[src/rtl/seg7_pkg.sv]
// Shared types and constants for the 6-digit multiplexed seven-segment driver.
package seg7_pkg;

    localparam int NUM_DIGITS = 6;
    localparam int SEG_W      = 7;

    localparam logic [SEG_W-1:0] SEG_OFF_AL = 7'h7F;
    localparam logic [SEG_W-1:0] SEG_OFF_AH = 7'h00;

    typedef enum logic [1:0] {
        ST_LOAD  = 2'd0,
        ST_BLANK = 2'd1,
        ST_DRIVE = 2'd2
    } state_t;

    function automatic logic [NUM_DIGITS-1:0] anode_sel(input logic [2:0] d);
        return ~(NUM_DIGITS'(1) << d);
    endfunction

endpackage

[src/rtl/seg7_slot_timer.sv]
// Slot counter shared by the blanking and drive phases; flags the last cycle
// of a slot so the FSM can advance.
module seg7_slot_timer #(
    parameter int W = 4
) (
    input  logic         clk,
    input  logic         rst_n,
    input  logic         clr,
    input  logic [W-1:0] lim,
    output logic         tc
);

    logic [W-1:0] cnt;

    always_ff @(posedge clk or negedge rst_n) begin
        if (!rst_n) begin
            cnt <= '0;
        end else if (clr) begin
            cnt <= '0;
        end else begin
            cnt <= cnt + W'(1);
        end
    end

    assign tc = (cnt == lim);

endmodule

[src/rtl/seg7_scan_driver.sv]
// Time-multiplexed 6-digit seven-segment scan driver with frame snapshot.
// Optional SEG7_DIM_EN adds a bright[3:0] port for PWM anode dimming.
module seg7_scan_driver
    import seg7_pkg::*;
#(
    parameter int DRIVE_CYCLES = 49990,
    parameter int BLANK_CYCLES = 10,
    parameter int SEG_ACT_LOW  = 1
) (
    input  logic        clk,
    input  logic        rst_n,
    input  logic [41:0] segment,
    output logic [6:0]  seg_out,
    output logic [5:0]  an_n,
    output logic        frame_start
`ifdef SEG7_DIM_EN
    ,
    input  logic [3:0]  bright
`endif
);

    localparam int MAXC = (DRIVE_CYCLES > BLANK_CYCLES) ? DRIVE_CYCLES : BLANK_CYCLES;
    localparam int CW   = $clog2(MAXC + 1);

    localparam logic [SEG_W-1:0] SEG_OFF = (SEG_ACT_LOW != 0) ? SEG_OFF_AL : SEG_OFF_AH;

    state_t      state;
    logic [2:0]  dig;
    logic [41:0] snap;
    logic        tc;
    logic        clr;
    logic [CW-1:0] lim;
    logic [SEG_W-1:0] raw;
    logic [SEG_W-1:0] lit;
    logic        drive_en;

    always_comb begin
        lim = (state == ST_BLANK) ? CW'(BLANK_CYCLES - 1) : CW'(DRIVE_CYCLES - 1);
        clr = (state == ST_LOAD) || tc;
        raw = snap[SEG_W*dig +: SEG_W];
        lit = (SEG_ACT_LOW != 0) ? ~raw : raw;
    end

    seg7_slot_timer #(
        .W(CW)
    ) u_timer (
        .clk  (clk),
        .rst_n(rst_n),
        .clr  (clr),
        .lim  (lim),
        .tc   (tc)
    );

`ifdef SEG7_DIM_EN
    logic [3:0] pwm;
    logic [3:0] bright_q;

    // Brightness is latched per frame so a mid-frame change cannot tear.
    always_ff @(posedge clk or negedge rst_n) begin
        if (!rst_n) begin
            pwm      <= '0;
            bright_q <= '0;
        end else begin
            pwm <= pwm + 4'd1;
            if (state == ST_LOAD) begin
                bright_q <= bright;
            end
        end
    end

    assign drive_en = ({1'b0, pwm} < ({1'b0, bright_q} + 5'd1));
`else
    assign drive_en = 1'b1;
`endif

    always_ff @(posedge clk or negedge rst_n) begin
        if (!rst_n) begin
            state <= ST_LOAD;
            dig   <= '0;
            snap  <= '0;
        end else begin
            unique case (state)
                ST_LOAD: begin
                    snap  <= segment;
                    dig   <= '0;
                    state <= ST_BLANK;
                end
                ST_BLANK: begin
                    if (tc) begin
                        state <= ST_DRIVE;
                    end
                end
                ST_DRIVE: begin
                    if (tc) begin
                        if (dig == 3'(NUM_DIGITS - 1)) begin
                            state <= ST_LOAD;
                        end else begin
                            dig   <= dig + 3'd1;
                            state <= ST_BLANK;
                        end
                    end
                end
                default: state <= ST_LOAD;
            endcase
        end
    end

    // Outputs trail the state by one cycle; anode and cathode move together.
    always_ff @(posedge clk or negedge rst_n) begin
        if (!rst_n) begin
            seg_out     <= SEG_OFF;
            an_n        <= '1;
            frame_start <= 1'b0;
        end else begin
            frame_start <= (state == ST_LOAD);
            seg_out     <= SEG_OFF;
            an_n        <= '1;
            if (state == ST_DRIVE) begin
                seg_out <= lit;
                if (drive_en) begin
                    an_n <= anode_sel(dig);
                end
            end
        end
    end

endmodule

[config.mk]
export PLATFORM = sky130hd
export DESIGN_NAME = seg7_scan_driver
export DESIGN_NICKNAME = d
export VERILOG_FILES = /design/src/rtl/seg7_pkg.sv /design/src/rtl/seg7_slot_timer.sv /design/src/rtl/seg7_scan_driver.sv
export SDC_FILE = /design/constraint.sdc
export NUM_CORES = 1
export LEC_CHECK = 0
export BUFFER_PORTS_ARGS = -buffer_cell sky130_fd_sc_hd__buf_2
export CAP_MARGIN = 40
export CORE_MARGIN = 2
export CORE_UTILIZATION = 56
export DETAILED_ROUTE_END_ITERATION = 7
export PLACE_DENSITY_LB_ADDON = 0.25
export SYNTH_ARGS = -nofsm -noshare
export SYNTH_HDL_FRONTEND = slang
export SYNTH_HIERARCHICAL = 1
export SYNTH_SLANG_ARGS = --single-unit
[constraint.sdc]
create_clock -name clk -period 2.5 [get_ports clk]
set_input_delay 0.5 -clock clk [delete_from_list [all_inputs] [get_ports clk]]
set_output_delay 0.5 -clock clk [all_outputs]
set_load 0.005 [all_outputs]
* Word-level counts from Yosys, hierarchy flattened
Index checks and enable logic that the tools add are counted.
Word-level totals: flip-flop bits (word level) 77, input bits 44, logic and storage cells 37, output and inout bits 14
Operators by class: add/subtract/negate cells 2, shifts and indexed selects 2, multipliers 1, bitwise logic cells 2, multiplexer cells 11, reduce and logical (&&, ||, !) cells 5, equal/unequal tests 7
Operator list (count):
- $shiftx A42 B7 Y7 | 1
- $mux W16 | 2
- $add A16 B1 Y16 const B | 1
- $eq A16 B16 Y1 | 1
- $mux W7 | 1
- $not A7 Y7 | 1
- $mul A3 B3 Y6 const A | 1
- $mux W3 | 2
- $mux W6 | 1
- $ne A2 B2 Y1 const B | 3
- $not A6 Y6 | 1
- $pmux W2 S3 | 1
- $pmux W3 S2 | 1
- $shl A1 B3 Y6 const A | 1
- $mux W2 | 2
- $add A3 B1 Y3 const B | 1
- $eq A3 B3 Y1 const B | 1
- $reduce_and A3 Y1 | 1
- $eq A2 B1 Y1 const B | 1
- $eq A2 B2 Y1 const B | 1
- $logic_not A2 Y1 | 1
- $reduce_and A2 Y1 | 1
- $reduce_bool A2 Y1 | 1
- $logic_or A1 B1 Y1 | 1
- $mux W1 | 1

* Longest topological paths before layout
Gate-level depths: netlist of run 1.
depth after elaboration 5, gate-level depth with buffers 10, depth with buffers taken out 8

* Modules after synthesis
The synthesis of run 1 kept the hierarchy.
Modules (own cells, without submodules):
- seg7_scan_driver | times used 1, area each 2631.3 µm², cells each 180, sequential area each 1542.7 µm²
- seg7_slot_timer | times used 1, area each 1021.0 µm², cells each 102, sequential area each 400.4 µm²

* Least setup slack after synthesis of run 1
Ideal clock, no wire load.
path kind reg2reg, start register state[1], end register u_timer.cnt[13], arrival 2.098 ns, path slack 0.277 ns, required time 2.375 ns, stages on the path, launching flop included 10, setup time 0.125 ns, path through dfrtp_1 -> buf_4 -> nand2b_1 -> xnor2_1 -> nand4_1 -> nor4_1 -> or2_2 -> buf_6 -> nor2_1 -> mux2_2
Between the ends: word-level cells in the longest chain between the ends 5, elaborated cells between the ends (all ways) 6, classes of those cells eq/ne (2); mux (2); reduce/logical (2)
RTL lines:
- from (decl) | line seg7_scan_driver.sv:27 | state_t state;
- from (signal assigned) | line seg7_scan_driver.sv:78 | state <= ST_LOAD;
- from (signal assigned) | line seg7_scan_driver.sv:86 | state <= ST_BLANK;
- from (signal assigned) | line seg7_scan_driver.sv:90 | state <= ST_DRIVE;
- $eq A2 B1 Y1 | line seg7_scan_driver.sv:38 | lim = (state == ST_BLANK) ? CW'(BLANK_CYCLES - 1) : CW'(DRIVE_CYCLES - 1);
- $mux W16 | line seg7_scan_driver.sv:38
- via lim[14] | line seg7_scan_driver.sv:32 | logic [CW-1:0] lim;
- $eq A16 B16 Y1 | line seg7_slot_timer.sv:25 | assign tc = (cnt == lim);
- via tc | line seg7_scan_driver.sv:30 | logic tc;
- $logic_or A1 B1 Y1 | line seg7_scan_driver.sv:39 | clr = (state == ST_LOAD) || tc;
- via clr | line seg7_scan_driver.sv:31 | logic clr;
- $mux W16 | line seg7_slot_timer.sv:18 | end else if (clr) begin
- to (signal assigned) | line seg7_slot_timer.sv:21 | cnt <= cnt + W'(1);
- to (decl) | line seg7_slot_timer.sv:13 | logic [W-1:0] cnt;
The timed path passes the listed nets, and every way through them passes these cells. A chain may end at the register's enable or synchronous reset.

* Worst setup path after layout of run 1
start register state[1], end register u_timer.cnt[14]
Same word-level chain as after synthesis.

==> metrics.txt, run 1 <==
status finished clean; synth unique cells 39; Final #Nets 400; final core occ 66.9%; Synth warnings 6; number of DRC markers in iteration 0 129; Setup Skew 0.0101 ns; worst r2r dst u_timer/cnt[14]; clk root buf clkbuf_8; initial core utilization 57.8%; Rel. slew slack 43.4%; dpl cells 416; setup ws final 0.318 ns; area delta synth->final 15.6%; CP max FO 11; grt met1 use 28.4%; Avg Cell Area, Syn 13.0 sq um; Peak VDD IR 0.422 mV; # diodes 0; first-pass GRT wire length 11,500 um; Vias/cell 5.48; R2R Path Start state[1]; gr busiest metal met2; fin crit share 87.3%; Max Cap Viol 0; CP Data Required Time 2.73 ns; Final Slew Violations 0; DP Worst Slack 0.187 ns; vias in the first global route 2,460; FMAX 458 MHz; number of CTS-inserted buffers 9; critical path class flop to flop; HPWL after detailed placement 4640 um; num rows 29; Hold WC Path Type input pin to async pin; worst r2r path cells 7; Cell Area, Synth 3650 sq um; endpoints failing setup 0; M2 GR Usage 31.7%; gpl congestion 0.842; TritonCTS clock tree yes; CP Capture Type flop; power per standard cell area 674 nW/um^2; Post-synth EDFFs 0; post-route insts no fill 432; Synth Flop Type dfrtp_1; Worst setup SP type flop; cell count after synthesis 282; ratio of cells with drive above 1 in the final layout 42.3%; unrepaired setup endpoints after global routing no; antenna violations before repair 0; Setup Total Neg Slack 0 ns; Residual DRC 0; Die H 84.8 um; core area 6310 sq um; sequential area share after synthesis 53.2%; CTS max path bufs 2; Port Buffers 57; flip-flop and latch count after synthesis 77; Final Hold Fails 0; gr usage total 20.8%; cts hold-fix bufs 0; clk sinks 77; data arrival time of the critical path 2.42 ns; GR met3 Demand/Resource 5.60%; post-route ant nets 0; register area 1940 sq um; Die W 84.8 um; Clock Pin Slew Worst Setup and Hold Paths 0.08 ns; Leakage 1.96 nW; Slew @ Worst Pin 0.850 ns; minimum clock period 2.18 ns; R2R setup slack 0.32 ns; Overflow after GRT 0; Worst-Skew Late Latency 0.35 ns; vias 2,366; post-detailed-route wirelength per cell 15.3 um; final wirelength 6630 um; Fillers 506; async set-or-reset flop fraction in the synthesized netlist 100%; Multi-input gate area 1600 sq um; drt first pass iters 4; Die Footprint 7180 sq um; largest net degree at the start of global routing 43; io pins 58; # H-tree levels 3; WHS 0.0925 ns
## per-stage QoR
stage	total power, W	cell area, sq um
finish	0.00284	4220
global route	0.00299	4220
CTS	0.00287	4220
detailed placement	0.00192	4010
global placement	0.00189	4010
floorplan	0.00181	3680
## cell families after synthesis
logic type	synth area share, %
adders and majority gates	2.06
other	0.206
AOI/OAI and AO/OA	4.93
and+or+nand+nor	11.0
buffers and inverters	3.94
muxes	20.1
DFF	53.2
xor gates and xnor gates	4.56
## what timing repair did
| item | 4_1_cts | 5_1_grt |
|---|---|---|
| gates resized for setup | 0 | 1 |
| setup buffers | 0 | 0 |
| endpoints found under the hold margin | 0 | 0 |
| setup endpoints to repair | 0 | 14 |
## worst max-delay path: stages (launching register included)
cell      delay, ns
dfrtp_1        0.37
nand2b_1       0.30
xnor2_1        0.22
nand4_1        0.13
nor4_2         0.41
or2_2          0.30
nor2_1         0.07
mux2_2         0.27
## cell usage in the layout, fill, tap and decap left out, drive strengths merged, types with 2 or more instances in the layout
cell type,Yosys,routed
o31ai,5,5
buf,12,64
clkbuf,2,11
nand3,9,9
inv,8,9
mux2i,7,7
conb,2,9
dfstp,13,13
mux4,7,7
dfrtp,64,64
nand2,12,12
or4,5,5
nor2b,5,5
a21oi,16,16
nand2b,2,2
xnor2,18,18
clkinv,0,2
nand4,8,8
nor2,17,17
o21ai,4,4
mux2,45,45
or3,3,3
ha,6,6
nor4,4,4
## worst max-delay path by stage
stage                        start         endpoint  slack, ns
final                     state[1]  u_timer/cnt[14]       0.32
after global routing      state[1]  u_timer/cnt[14]        0.1
after CTS                 state[1]  u_timer/cnt[14]       0.16
after detailed placement  state[1]  u_timer/cnt[14]       0.19
after global placement    state[1]  u_timer/cnt[15]       0.31
after floorplan           state[1]  u_timer/cnt[13]       0.28
## registers in the layout, summed over array words and instances, names as in the netlist
name,flops
seg_out,7
snap,42
frame_start,1
an_n,6
u_timer/cnt,16
dig,3
state,2
## cell usage after synthesis, drive strengths merged, types with 6 or more instances
cell type  number  area [sq um]
dfrtp          64          1600
mux2           45           507
xnor2          18           158
nor2           17          82.6
a21oi          16          80.1
dfstp          13           342
buf            12           106
nand2          12          45.0
nand3           9          50.1
inv             8          30.0
nand4           8          80.1
mux2i           7          70.1
mux4            7           158
ha              6          75.1
## routing by layer
layer  up-vias  share of wire, %
met5         -                 0
met4         0               1.4
li1       1128                 -
met2        69                48
met3        11               6.2
met1      1158                44
## where the power goes
part	switching, W	internal (W)
Combinational	0.000157	0.000210
Clock	0.000455	0.000492
Sequential	0.000173	0.00136
Total	0.000786	0.00206
## final cells by class
class,count,share of cell area [%]
Clock inverter,5,1.42
Sequential cell,77,46.0
Tap cell,77,2.28
Timing Repair Buffer,64,8.36
Clock buffer,11,3.35
Inverter,8,0.711
Multi-Input combinational cell,190,37.8
(Power assumes the default switching activity.)
==> run 2, diff against run 1 <==
- CORE_UTILIZATION: 56 -> 58
- CTS_BUF_LIST: default -> sky130_fd_sc_hd__clkbuf_4
==> run 2 against run 1 <==
Against the previous run: count of clock-buffer cells in the layout fell by 2; worst hold slack lost 0.044 ns; clock power decreased by 20%; clock skew increased by 0.0049 ns; combinational power shrank 1%; register-to-register slack gained 0.06 ns; largest cell class unchanged.
==> metrics.txt, run 2 (synthesized netlist as in run 1, its figures left out) <==
status finished clean; Vias/cell 5.50 (+0.49%); total power 0.00264 W (-7.2%); fin area 4150 sq um (-1.7%); Port Buffers 57 (unchanged); vias 2,372 (+0.25%); Largest regs snap: 42 flops, u_timer/cnt: 16 flops, seg_out: 7 flops; setup repair bufs after CTS 0 (unchanged); number of CTS-inserted buffers 9 (unchanged); FMAX 472 MHz (+3.0%); final core occ 69.2% (+2.4 points); Rel. slew slack 55.5% (+12 points); Sw Ratio 29.0% (+1.3 points); minimum clock period 2.12 ns (-0.0641 ns); HPWL after detailed placement 4800 um (+3.4%); unrepaired setup endpoints after global routing no; Worst-Skew Late Latency 0.42 ns (+0.07 ns); CP Data Required Time 2.81 ns (+0.08 ns); clk root buf clkbuf_4; fin crit share 84.7% (-2.6 points); Setup Total Neg Slack 0 ns (unchanged); Slew @ Worst Pin 0.667 ns (-0.182 ns); worst r2r path cells 8 (+1); num rows 28 (-3.4%); post-route insts no fill 431 (-0.23%); Die H 83.4 um (-1.7%); CP max FO 12 (+1); antenna violations before repair 0 (unchanged); Largest register FFs 42 (unchanged); clk sinks 77 (unchanged); ratio of cells with drive above 1 in the final layout 42.4% (+0.16 points); CP Capture Type flop; io pins 58 (unchanged); most frequent cells in the layout dfrtp_1 (64), buf_2 (56), mux2_2 (42); Final Hold Fails 0 (unchanged); R2R Path Start state[1]; vias in the first global route 2,339 (-4.9%); CTS max path bufs 2 (unchanged); TritonCTS clock tree yes; Clock Pin Slew Worst Setup and Hold Paths 0.13 ns (+0.05 ns); Setup Skew 0.0150 ns (+0.00486 ns); first-pass GRT wire length 11,500 um (-0.24%); # H-tree levels 3 (unchanged); area delta synth->final 13.6%; final wirelength 6580 um (-0.74%); critical-path cell list nand2b_1 -> xnor2_1 -> nand4_1 -> nor4_1 -> buf_4 -> or2_2 -> nor2_1 -> mux2_2; cts hold-fix bufs 0 (unchanged); power per standard cell area 636 nW/um^2 (-5.6%); sw power 0.000764 W (-2.8%); number of DRC markers in iteration 0 201 (+56%); Max stage delay on crit path 0.39 ns (-0.02 ns); Final Slew Violations 0 (unchanged); Final #Nets 401 (+0.25%); critical path class flop to flop; Overflow after GRT 0 (unchanged); Worst setup SP type flop; initial core utilization 61.0% (+3.1 points); Max Cap Viol 0 (unchanged); dpl cells 415 (-0.24%); core area 5990 sq um (-5.1%); # diodes 0 (unchanged); clock power share 28.6% (-4.7 points); drt first pass iters 5 (+1); post-cts resize count 0 (unchanged); Largest Register snap; largest net degree at the start of global routing 42 (-2.3%); Hold WC Path Type input pin to async pin; CP max-delay cell dfrtp_1; Residual DRC 0 (unchanged); data arrival time of the critical path 2.42 ns (about the same); R2R setup slack 0.38 ns (+0.06 ns); worst r2r dst u_timer/cnt[14]; gr usage total 21.0% (+0.25 points); post-route ant nets 0 (unchanged); Peak VDD IR 0.393 mV (-6.9%); commonest non-fill, non-tap cell in the layout dfrtp_1; Die Footprint 6950 sq um (-3.3%); Comb pwr share 13.8% (+0.9 points); Int Pwr 0.00187 W (-8.9%); sequential share of power 57.6% (+3.8 points); gpl congestion 0.779 (-7.4%); Die W 83.4 um (-1.7%); Leakage 1.94 nW (-1.2%); endpoints failing setup 0 (unchanged); post-detailed-route wirelength per cell 15.3 um (-0.51%); Placed Area 4010 sq um (-0.19%)
-- run 2: power by group through the flow --
| stage | clock [W] | combinational [W] | sequential, W |
|---|---|---|---|
| after floorplan | 0 | 0.000353 | 0.00146 |
| after global placement | 0 | 0.000353 | 0.00154 |
| after detailed placement | 0 | 0.000367 | 0.00155 |
| after CTS | 0.000776 | 0.000368 | 0.00152 |
| after global routing | 0.000838 | 0.000410 | 0.00155 |
| final | 0.000755 | 0.000363 | 0.00152 |
-- run 2: area by class of cell --
| cell class | count | area [sq um] |
|---|---|---|
| Sequential cell | 77 | 1940 |
| Fill cell | 463 | 1840 |
| Tap cell | 75 | 93.8 |
| Multi-Input combinational cell | 190 | 1590 |
| Clock inverter | 7 | 73.8 |
| Inverter | 8 | 30.0 |
| Clock buffer | 9 | 67.6 |
| Timing Repair Buffer | 65 | 348 |
-- run 2: worst max-delay path by stage --
stage | from | to | cells past startpoint
2_1_floorplan | state[1] | u_timer/cnt[13] | 9
3_3_place_gp | state[1] | u_timer/cnt[14] | 8
3_5_place_dp | state[1] | u_timer/cnt[14] | 8
4_1_cts | state[1] | u_timer/cnt[14] | 8
5_1_grt | state[1] | u_timer/cnt[15] | 8
6_report | state[1] | u_timer/cnt[14] | 8
-- run 2: critical path: cells and delay by family, from the launching register on --
family / cells / cell delay (ns)
simple gates: 5 / 0.99
flops: 1 / 0.39
mux: 1 / 0.26
xor+xnor: 1 / 0.21
buf+inv: 1 / 0.16
-- run 2: per-stage QoR --
stage	setup WS [ns]	hold WS [ns]
floorplan	0.277	0.204
global placement	0.428	0.469
detailed placement	0.391	0.483
CTS	0.372	0.0364
global route	0.108	0.0430
finish	0.382	0.0487
-- run 2: metal layers --
metal	track usage, %	part of all wire [%]	vias to the layer above
li1	-	-	1135
met1	30.7	47	1174
met2	30.9	47	55
met3	5.57	4.9	8
met4	6.71	1.1	0
met5	0	0	-
